**config.mk**
```make
export PLATFORM = sky130hd
export DESIGN_NAME = play_mode_scheduler_flat
export DESIGN_NICKNAME = d
export VERILOG_FILES = /design/src/rtl/play_mode_scheduler_pkg.sv /design/src/rtl/play_mode_scheduler_if.sv /design/src/rtl/play_mode_scheduler_mute_gap_timer.sv /design/src/rtl/play_mode_scheduler.sv /design/src/flat_wrapper.sv
export SDC_FILE = /design/constraint.sdc
export NUM_CORES = 1
export LEC_CHECK = 0
export ABC_CLOCK_PERIOD_IN_PS = 2800
export CAP_MARGIN = 20
export CORE_MARGIN = 2
export CORE_UTILIZATION = 50
export CTS_BUF_LIST = sky130_fd_sc_hd__clkbuf_16
export DETAILED_ROUTE_END_ITERATION = 16
export GPL_TIMING_DRIVEN = 0
export PLACE_DENSITY = 0.79
export SYNTH_ARGS = -nofsm -noshare
export SYNTH_HDL_FRONTEND = slang
export SYNTH_SLANG_ARGS = --single-unit
```
**constraint.sdc**
```tcl
create_clock -name clk -period 2.8 [get_ports clk]
set_input_delay 0.56 -clock clk [delete_from_list [all_inputs] [get_ports clk]]
set_output_delay 0.56 -clock clk [all_outputs]
set_load 0.05 [all_outputs]
```
**src/rtl/play_mode_scheduler_pkg.sv**
```systemverilog
// Shared encodings for the play-mode scheduler: modes, FSM states and song geometry.
`default_nettype none

package play_mode_scheduler_pkg;

  localparam logic [1:0] MODE_IDLE  = 2'd0;
  localparam logic [1:0] MODE_FREE  = 2'd1;
  localparam logic [1:0] MODE_AUTO  = 2'd2;
  localparam logic [1:0] MODE_LEARN = 2'd3;

  typedef logic [2:0] state_t;
  localparam state_t ST_IDLE  = 3'd0;
  localparam state_t ST_MUTE  = 3'd1;
  localparam state_t ST_FREE  = 3'd2;
  localparam state_t ST_AUTO  = 3'd3;
  localparam state_t ST_LEARN = 3'd4;

  localparam int SONG_LEN_DEF = 26;
  localparam int SLOT_W_DEF   = 5;

  function automatic state_t mode_to_state(input logic [1:0] mode);
    case (mode)
      MODE_FREE:  return ST_FREE;
      MODE_AUTO:  return ST_AUTO;
      MODE_LEARN: return ST_LEARN;
      default:    return ST_IDLE;
    endcase
  endfunction

  function automatic logic [1:0] state_to_mode(input state_t st);
    case (st)
      ST_FREE:  return MODE_FREE;
      ST_AUTO:  return MODE_AUTO;
      ST_LEARN: return MODE_LEARN;
      default:  return MODE_IDLE;
    endcase
  endfunction

endpackage

`default_nettype wire

```
**src/rtl/play_mode_scheduler_if.sv**
```systemverilog
// Mode/song controls, the three note sources and the buzzer-side outputs of the scheduler.
`default_nettype none

interface play_mode_scheduler_if;
  logic [1:0] mode_sel;
  logic [1:0] song_sel;
  logic       confirm;
  logic       free_on;
  logic [3:0] free_key;
  logic       auto_on;
  logic [3:0] auto_key;
  logic [4:0] auto_idx;
  logic       learn_on;
  logic [3:0] learn_key;
  logic       buzzer_on;
  logic [3:0] buzzer_key;
  logic [1:0] active_mode;
  logic       engine_rst;
  logic [6:0] song_base;
  logic       song_done;

  modport master (
    output mode_sel, song_sel, confirm, free_on, free_key,
           auto_on, auto_key, auto_idx, learn_on, learn_key,
    input  buzzer_on, buzzer_key, active_mode, engine_rst, song_base, song_done
  );

  modport slave (
    input  mode_sel, song_sel, confirm, free_on, free_key,
           auto_on, auto_key, auto_idx, learn_on, learn_key,
    output buzzer_on, buzzer_key, active_mode, engine_rst, song_base, song_done
  );
endinterface

`default_nettype wire

```
**src/rtl/play_mode_scheduler_mute_gap_timer.sv**
```systemverilog
// Mute gap timer: clear restarts the gap, done_o flags the last of GAP_CYCLES running cycles.
`default_nettype none

module mute_gap_timer #(
  parameter int GAP_CYCLES = 5000000
) (
  input  wire logic clk,
  input  wire logic rst,
  input  wire logic clear_i,
  input  wire logic run_i,
  output logic      done_o
);

  localparam int CW = (GAP_CYCLES > 1) ? $clog2(GAP_CYCLES) : 1;
  localparam logic [CW-1:0] C_LAST = CW'(GAP_CYCLES - 1);

  logic [CW-1:0] cnt_q, cnt_d;

  assign done_o = run_i && !clear_i && (cnt_q == C_LAST);

  always_comb begin
    cnt_d = cnt_q;
    if (clear_i || done_o) begin
      cnt_d = '0;
    end else if (run_i) begin
      cnt_d = cnt_q + 1'b1;
    end
  end

  always_ff @(posedge clk) begin
    if (rst) begin
      cnt_q <= '0;
    end else begin
      cnt_q <= cnt_d;
    end
  end

endmodule

`default_nettype wire

```
**src/rtl/play_mode_scheduler.sv**
```systemverilog
// Buzzer-sharing sequencer for free/auto/learn note sources with a muted gap on every mode change.
// Build option: AUTO_LOOP_EN makes auto mode repeat the song instead of returning to idle.
`default_nettype none

module play_mode_scheduler
  import play_mode_scheduler_pkg::*;
#(
  parameter int GAP_CYCLES = 5000000,
  parameter int SONG_LEN   = SONG_LEN_DEF,
  parameter int SLOT_W     = SLOT_W_DEF
) (
  input wire logic            clk,
  input wire logic            rst,
  play_mode_scheduler_if.slave bus
);

  // auto_idx is 5 bits wide, so SONG_LEN must stay below 32.
  localparam logic [4:0] C_IDX_LAST = 5'(SONG_LEN - 1);
  localparam logic [4:0] C_IDX_LEN  = 5'(SONG_LEN);

  state_t     state_q, state_d;
  logic [1:0] target_q, target_d;
  logic [6:0] base_q, base_d;
  logic [4:0] prev_idx_q, prev_idx_d;
  logic       erst_q, erst_d;
  logic       done_q, done_d;
  logic       on_q, on_d;
  logic [3:0] key_q, key_d;
  logic [1:0] mode_q, mode_d;

  logic       gap_done;
  logic       end_of_song;

  mute_gap_timer #(
    .GAP_CYCLES (GAP_CYCLES)
  ) u_gap (
    .clk     (clk),
    .rst     (rst),
    .clear_i (bus.confirm),
    .run_i   (state_q == ST_MUTE),
    .done_o  (gap_done)
  );

  // Previous index is forced to 0 outside AUTO so a stale value cannot fake a wrap.
  assign end_of_song = (state_q == ST_AUTO) &&
                       (((prev_idx_q == C_IDX_LAST) && (bus.auto_idx == 5'd0)) ||
                        (bus.auto_idx >= C_IDX_LEN));

  always_comb begin
    state_d    = state_q;
    target_d   = target_q;
    base_d     = base_q;
    erst_d     = 1'b0;
    done_d     = end_of_song;
    prev_idx_d = (state_q == ST_AUTO) ? bus.auto_idx : 5'd0;

    case (state_q)
      ST_MUTE: begin
        if (gap_done) begin
          state_d = mode_to_state(target_q);
        end
      end
      ST_AUTO: begin
        if (end_of_song) begin
`ifdef AUTO_LOOP_EN
          erst_d = 1'b1;
`else
          state_d = ST_IDLE;
`endif
        end
      end
      default: begin
      end
    endcase

    if (bus.confirm) begin
      state_d  = ST_MUTE;
      target_d = bus.mode_sel;
      base_d   = 7'(bus.song_sel) << SLOT_W;
      erst_d   = 1'b1;
    end

    // Buzzer follows the owner of the next state, giving exactly GAP_CYCLES muted cycles.
    on_d  = 1'b0;
    key_d = 4'd0;
    case (state_d)
      ST_FREE: begin
        on_d  = bus.free_on;
        key_d = bus.free_key;
      end
      ST_AUTO: begin
        on_d  = bus.auto_on;
        key_d = bus.auto_key;
      end
      ST_LEARN: begin
        on_d  = bus.learn_on;
        key_d = bus.learn_key;
      end
      default: begin
      end
    endcase
    mode_d = state_to_mode(state_d);
  end

  always_ff @(posedge clk) begin
    if (rst) begin
      state_q    <= ST_IDLE;
      target_q   <= MODE_IDLE;
      base_q     <= 7'd0;
      prev_idx_q <= 5'd0;
      erst_q     <= 1'b0;
      done_q     <= 1'b0;
      on_q       <= 1'b0;
      key_q      <= 4'd0;
      mode_q     <= MODE_IDLE;
    end else begin
      state_q    <= state_d;
      target_q   <= target_d;
      base_q     <= base_d;
      prev_idx_q <= prev_idx_d;
      erst_q     <= erst_d;
      done_q     <= done_d;
      on_q       <= on_d;
      key_q      <= key_d;
      mode_q     <= mode_d;
    end
  end

  assign bus.buzzer_on   = on_q;
  assign bus.buzzer_key  = key_q;
  assign bus.active_mode = mode_q;
  assign bus.engine_rst  = erst_q;
  assign bus.song_base   = base_q;
  assign bus.song_done   = done_q;

endmodule

`default_nettype wire
```
**src/flat_wrapper.sv**
```systemverilog
// flat-port wrapper written by rule: the top's interface ports become plain ports
module play_mode_scheduler_flat import play_mode_scheduler_pkg::*;
#(
  parameter int GAP_CYCLES = 5000000,
  parameter int SONG_LEN   = SONG_LEN_DEF,
  parameter int SLOT_W     = SLOT_W_DEF
)
  (clk, rst, bus_mode_sel, bus_song_sel, bus_confirm, bus_free_on, bus_free_key, bus_auto_on, bus_auto_key, bus_auto_idx, bus_learn_on, bus_learn_key, bus_buzzer_on, bus_buzzer_key, bus_active_mode, bus_engine_rst, bus_song_base, bus_song_done);
  play_mode_scheduler_if bus_i ();
  input wire logic clk;
  input wire logic rst;
  input wire logic [$bits(bus_i.mode_sel)-1:0] bus_mode_sel;
  input wire logic [$bits(bus_i.song_sel)-1:0] bus_song_sel;
  input wire logic [$bits(bus_i.confirm)-1:0] bus_confirm;
  input wire logic [$bits(bus_i.free_on)-1:0] bus_free_on;
  input wire logic [$bits(bus_i.free_key)-1:0] bus_free_key;
  input wire logic [$bits(bus_i.auto_on)-1:0] bus_auto_on;
  input wire logic [$bits(bus_i.auto_key)-1:0] bus_auto_key;
  input wire logic [$bits(bus_i.auto_idx)-1:0] bus_auto_idx;
  input wire logic [$bits(bus_i.learn_on)-1:0] bus_learn_on;
  input wire logic [$bits(bus_i.learn_key)-1:0] bus_learn_key;
  output wire logic [$bits(bus_i.buzzer_on)-1:0] bus_buzzer_on;
  output wire logic [$bits(bus_i.buzzer_key)-1:0] bus_buzzer_key;
  output wire logic [$bits(bus_i.active_mode)-1:0] bus_active_mode;
  output wire logic [$bits(bus_i.engine_rst)-1:0] bus_engine_rst;
  output wire logic [$bits(bus_i.song_base)-1:0] bus_song_base;
  output wire logic [$bits(bus_i.song_done)-1:0] bus_song_done;
  assign bus_i.mode_sel = bus_mode_sel;
  assign bus_i.song_sel = bus_song_sel;
  assign bus_i.confirm = bus_confirm;
  assign bus_i.free_on = bus_free_on;
  assign bus_i.free_key = bus_free_key;
  assign bus_i.auto_on = bus_auto_on;
  assign bus_i.auto_key = bus_auto_key;
  assign bus_i.auto_idx = bus_auto_idx;
  assign bus_i.learn_on = bus_learn_on;
  assign bus_i.learn_key = bus_learn_key;
  assign bus_buzzer_on = bus_i.buzzer_on;
  assign bus_buzzer_key = bus_i.buzzer_key;
  assign bus_active_mode = bus_i.active_mode;
  assign bus_engine_rst = bus_i.engine_rst;
  assign bus_song_base = bus_i.song_base;
  assign bus_song_done = bus_i.song_done;
  play_mode_scheduler #(.GAP_CYCLES(GAP_CYCLES), .SONG_LEN(SONG_LEN), .SLOT_W(SLOT_W)) u_core (.clk(clk), .rst(rst), .bus(bus_i));
endmodule
```
==> run_results.csv <==
group,metric,value,unit
clock_network,tritoncts,"built",
drt,drt-vias-per-instance,5.28,
drt,detailed_routing_iterations_pass_1,5,
timing,final_hold_viol_count,0,
timing,min_period,2630,ps
power,total_leakage_power,0.00101,uW
global_route,grt_start_max_net_pins,15,
finish,finish.net_count,296,
yosys,yosys.area.top_type_share,43.1,%
yosys,netlist_top_cells_count,"sky130_fd_sc_hd__dfxtp_1 (44), sky130_fd_sc_hd__nor2_1 (34), sky130_fd_sc_hd__xor2_1 (14)",
global_route,first_global_vias,1496,
clock_network,cts.repair.resized,0,
global_route,number_of_antenna_violations_at_the_first_check_in_global_routing,0,
floorplanning,core_region_area,0.00397,sq mm
drt,drc_violations_left,0,
timing,finalCritPeriodShare,94.1,%
hold_path,holdCritPathClass,"reg2reg",
timing,finalMaxSlewViolations,0,
drt,totalWireLength,4.30,mm
clock_network,holdBufCountCts,0,
power,powerDensity,527,mW/mm^2
yosys,ys_ff_latch,44,
hold_path,hold_start,"u_core.bus.song_base[6]",
power,total_power,1410,uW
outcome,status,"complete, no violations",
worst_setup_path,cp_cell_sequence,"clkdlybuf4s50_1 -> or4_4 -> o41ai_4 -> a311oi_2 -> or4_4 -> o22ai_1 -> a22o_1",
yosys,synth_cell_types,47,
timing,slew-limit-headroom,57.0,%
floorplanning,num_ports,43,
clock_network,clock-root-buffer,"sky130_fd_sc_hd__clkbuf_16",
clock_network,cts_max_level,2,
yosys,synth-seq-area-share,43.1,%
floorplanning,die_ht,68.0,microns
drt,route.antenna.remaining_nets,0,
worst_setup_path,worst-path-buf-inv,1,
yosys,synthesis.yosys.warnings,0,
timing,setup_viol,0,
timing,final.setup_skew,3.38,ps
floorplanning,row_cnt,23,
drt,detail_route.iter0.violations,65,
yosys,syn-instance-count,218,
worst_setup_path,cp_data_required_time,3020,ps
finish,area_growth,30.5,%
drt,vias_after_detailed_routing,1674,
worst_setup_path,worst_setup_path_start_kind,"input port",
place,routabilityCongestion,0.813,
clock_network,clk-insertion-delay-late,280,ps
global_route,track_usage,19.6,%
flow_run,timing.max_cap.violations,0,
yosys,ys_async_sr_fraction,0,%
worst_setup_path,timing.critical_path.arrival,2860,ps
yosys,syn_area_per_cell,9.38,sq um
clock_network,tritoncts.num_buffers,5,
yosys,synth_area_leader_cell,"sky130_fd_sc_hd__dfxtp_1",
worst_setup_path,timing.critical_path.mode_cell,"sky130_fd_sc_hd__or4_4",
yosys,post_synth_design_cell_area,0.00205,sq mm
yosys,netlist_top_cells_area,"sky130_fd_sc_hd__dfxtp_1 (43%), sky130_fd_sc_hd__nor2_1 (6.2%), sky130_fd_sc_hd__xor2_1 (6.0%)",
place,place_hpwl,3.03,mm
timing,max_freq,0.380,GHz
timing,grt_setup_unrepaired,"false",
timing,hold_slack,496,ps
yosys,synthMostInstantiatedCell,"sky130_fd_sc_hd__dfxtp_1",
worst_setup_path,timing.rr.start,"u_core.u_gap.cnt_q[12]",
worst_setup_path,worst_path_largest_cell_delay,550,ps
worst_setup_path,timing.setup.critical_path_class,"in2reg",
worst_setup_path,cp-startpoint,"bus_auto_idx[0]",
yosys,synth-edff-count,0,
drt,route.detailed.wl_per_inst,13.6,microns
place,numPortBuffers,37,
floorplanning,initial_utilization,51.5,%
worst_setup_path,category_of_cells_accounting_for_the_largest_share_of_critical_path_delay,"simple AND/OR/NAND/NOR gates",
clock_network,max-clock-path-buffers,2,
global_route,globalRouteOverflowTotal,0,
finish,diodes,0,
clock_network,cts_num_sinks,44,
timing,max_slew.worst_pin.slew,637,ps
yosys,synth_ff_type,"sky130_fd_sc_hd__dfxtp_1",
floorplanning,die-area,0.00462,sq mm
clock_network,clk_pin_slew,60,ps
global_route,global_route_wire_length_before_repair,6.67,mm
worst_setup_path,critPathSlowestCell,"sky130_fd_sc_hd__or4_4",
finish,final_layout_size_suffix_gt1_share,11.6,%
floorplanning,floorplan.die.width,68.0,microns
worst_setup_path,critical_path.endpoint_type,"flop",
clock_network,post-cts-setup-buffers,0,
power,vdd_drop_max,0.000416,V
worst_setup_path,crit_fanout,5,
## area by class of cell
cell class / count / area (sq um)
buffer: 10 / 70.1
clock buffer: 5 / 125
clock inverter: 3 / 42.5
fill: 336 / 1300
inverter: 10 / 37.5
multi-input combinational: 158 / 1080
sequential: 44 / 881
tap: 50 / 62.6
timing repair buffer: 37 / 370
## through the flow
stage / setup TNS, ps / instance area (sq um) / worst slack [ps] / utilization (%) / std cells
6_report: 0 / 2670 / 165 / 67.2 / 317
5_1_grt: 0 / 2670 / 47.6 / 67.2 / 317
4_1_cts: 0 / 2660 / 120 / 67.0 / 317
3_5_place_dp: -643 / 2490 / -136 / 62.8 / 309
3_3_place_gp: -635 / 2490 / -131 / 62.8 / 309
2_1_floorplan: 0 / 2060 / 453 / - / 222
## registers in the layout, summed over array words and instances, names as in the netlist, 2 cells and up
name	cells
u_core.prev_idx_q	5
u_core.state_q	3
u_core.bus.song_base	2
u_core.bus.buzzer_key	4
u_core.bus.active_mode	2
u_core.u_gap.cnt_q	23
u_core.target_q	2
## tightest hold or removal path: stages (launching register included)
cell	delay [ps]
sky130_fd_sc_hd__dfxtp_1	320
sky130_fd_sc_hd__mux2i_1	60
sky130_fd_sc_hd__nor2_1	80
## routing by layer
metal / up-vias / GRT usage (%) / routed length, microns
met5: - / 0 / 0
met4: 0 / 7.75 / 82
met3: 12 / 6.25 / 327
met2: 52 / 34.5 / 2040
met1: 758 / 21.9 / 1850
li1: 852 / - / -
## kinds of logic (layout without fill, tap and decap cells)
logic type      after synthesis  in the layout  synth area share [%]
simple gates                102            102                  28.4
flops                        44             44                  43.1
xor+xnor                     22             22                  9.42
compound gates               21             21                  9.36
buf+inv                      20             65                  5.26
mux                           5              5                  2.45
fa+ha+maj                     3              3                  1.84
other cells                   1              5                 0.183
## layout by cell type (no fill, tap or decap), drive strengths merged, types with 8 or more instances in the layout
cell type and instances:
xnor2 8, inv 10, nand2 13, clkbuf 9, nand4 8, nor2 34, and2 8, xor2 14
clkdlybuf4s50 37, dfxtp 44
## where the power goes
part	switching (uW)	internal (uW)
sequential	5.43	632
clock	234	419
combinational	57.5	58.6
## final timing paths
check	slack [ps]	cells past startpoint	endpoint
max	170	7	u_core.bus.buzzer_key[0]
max reg2reg	430	6	u_core.bus.buzzer_key[0]
min reg2reg	500	2	u_core.bus.song_base[6]
min	500	2	u_core.bus.song_base[6]
(Power assumes the default switching activity.)
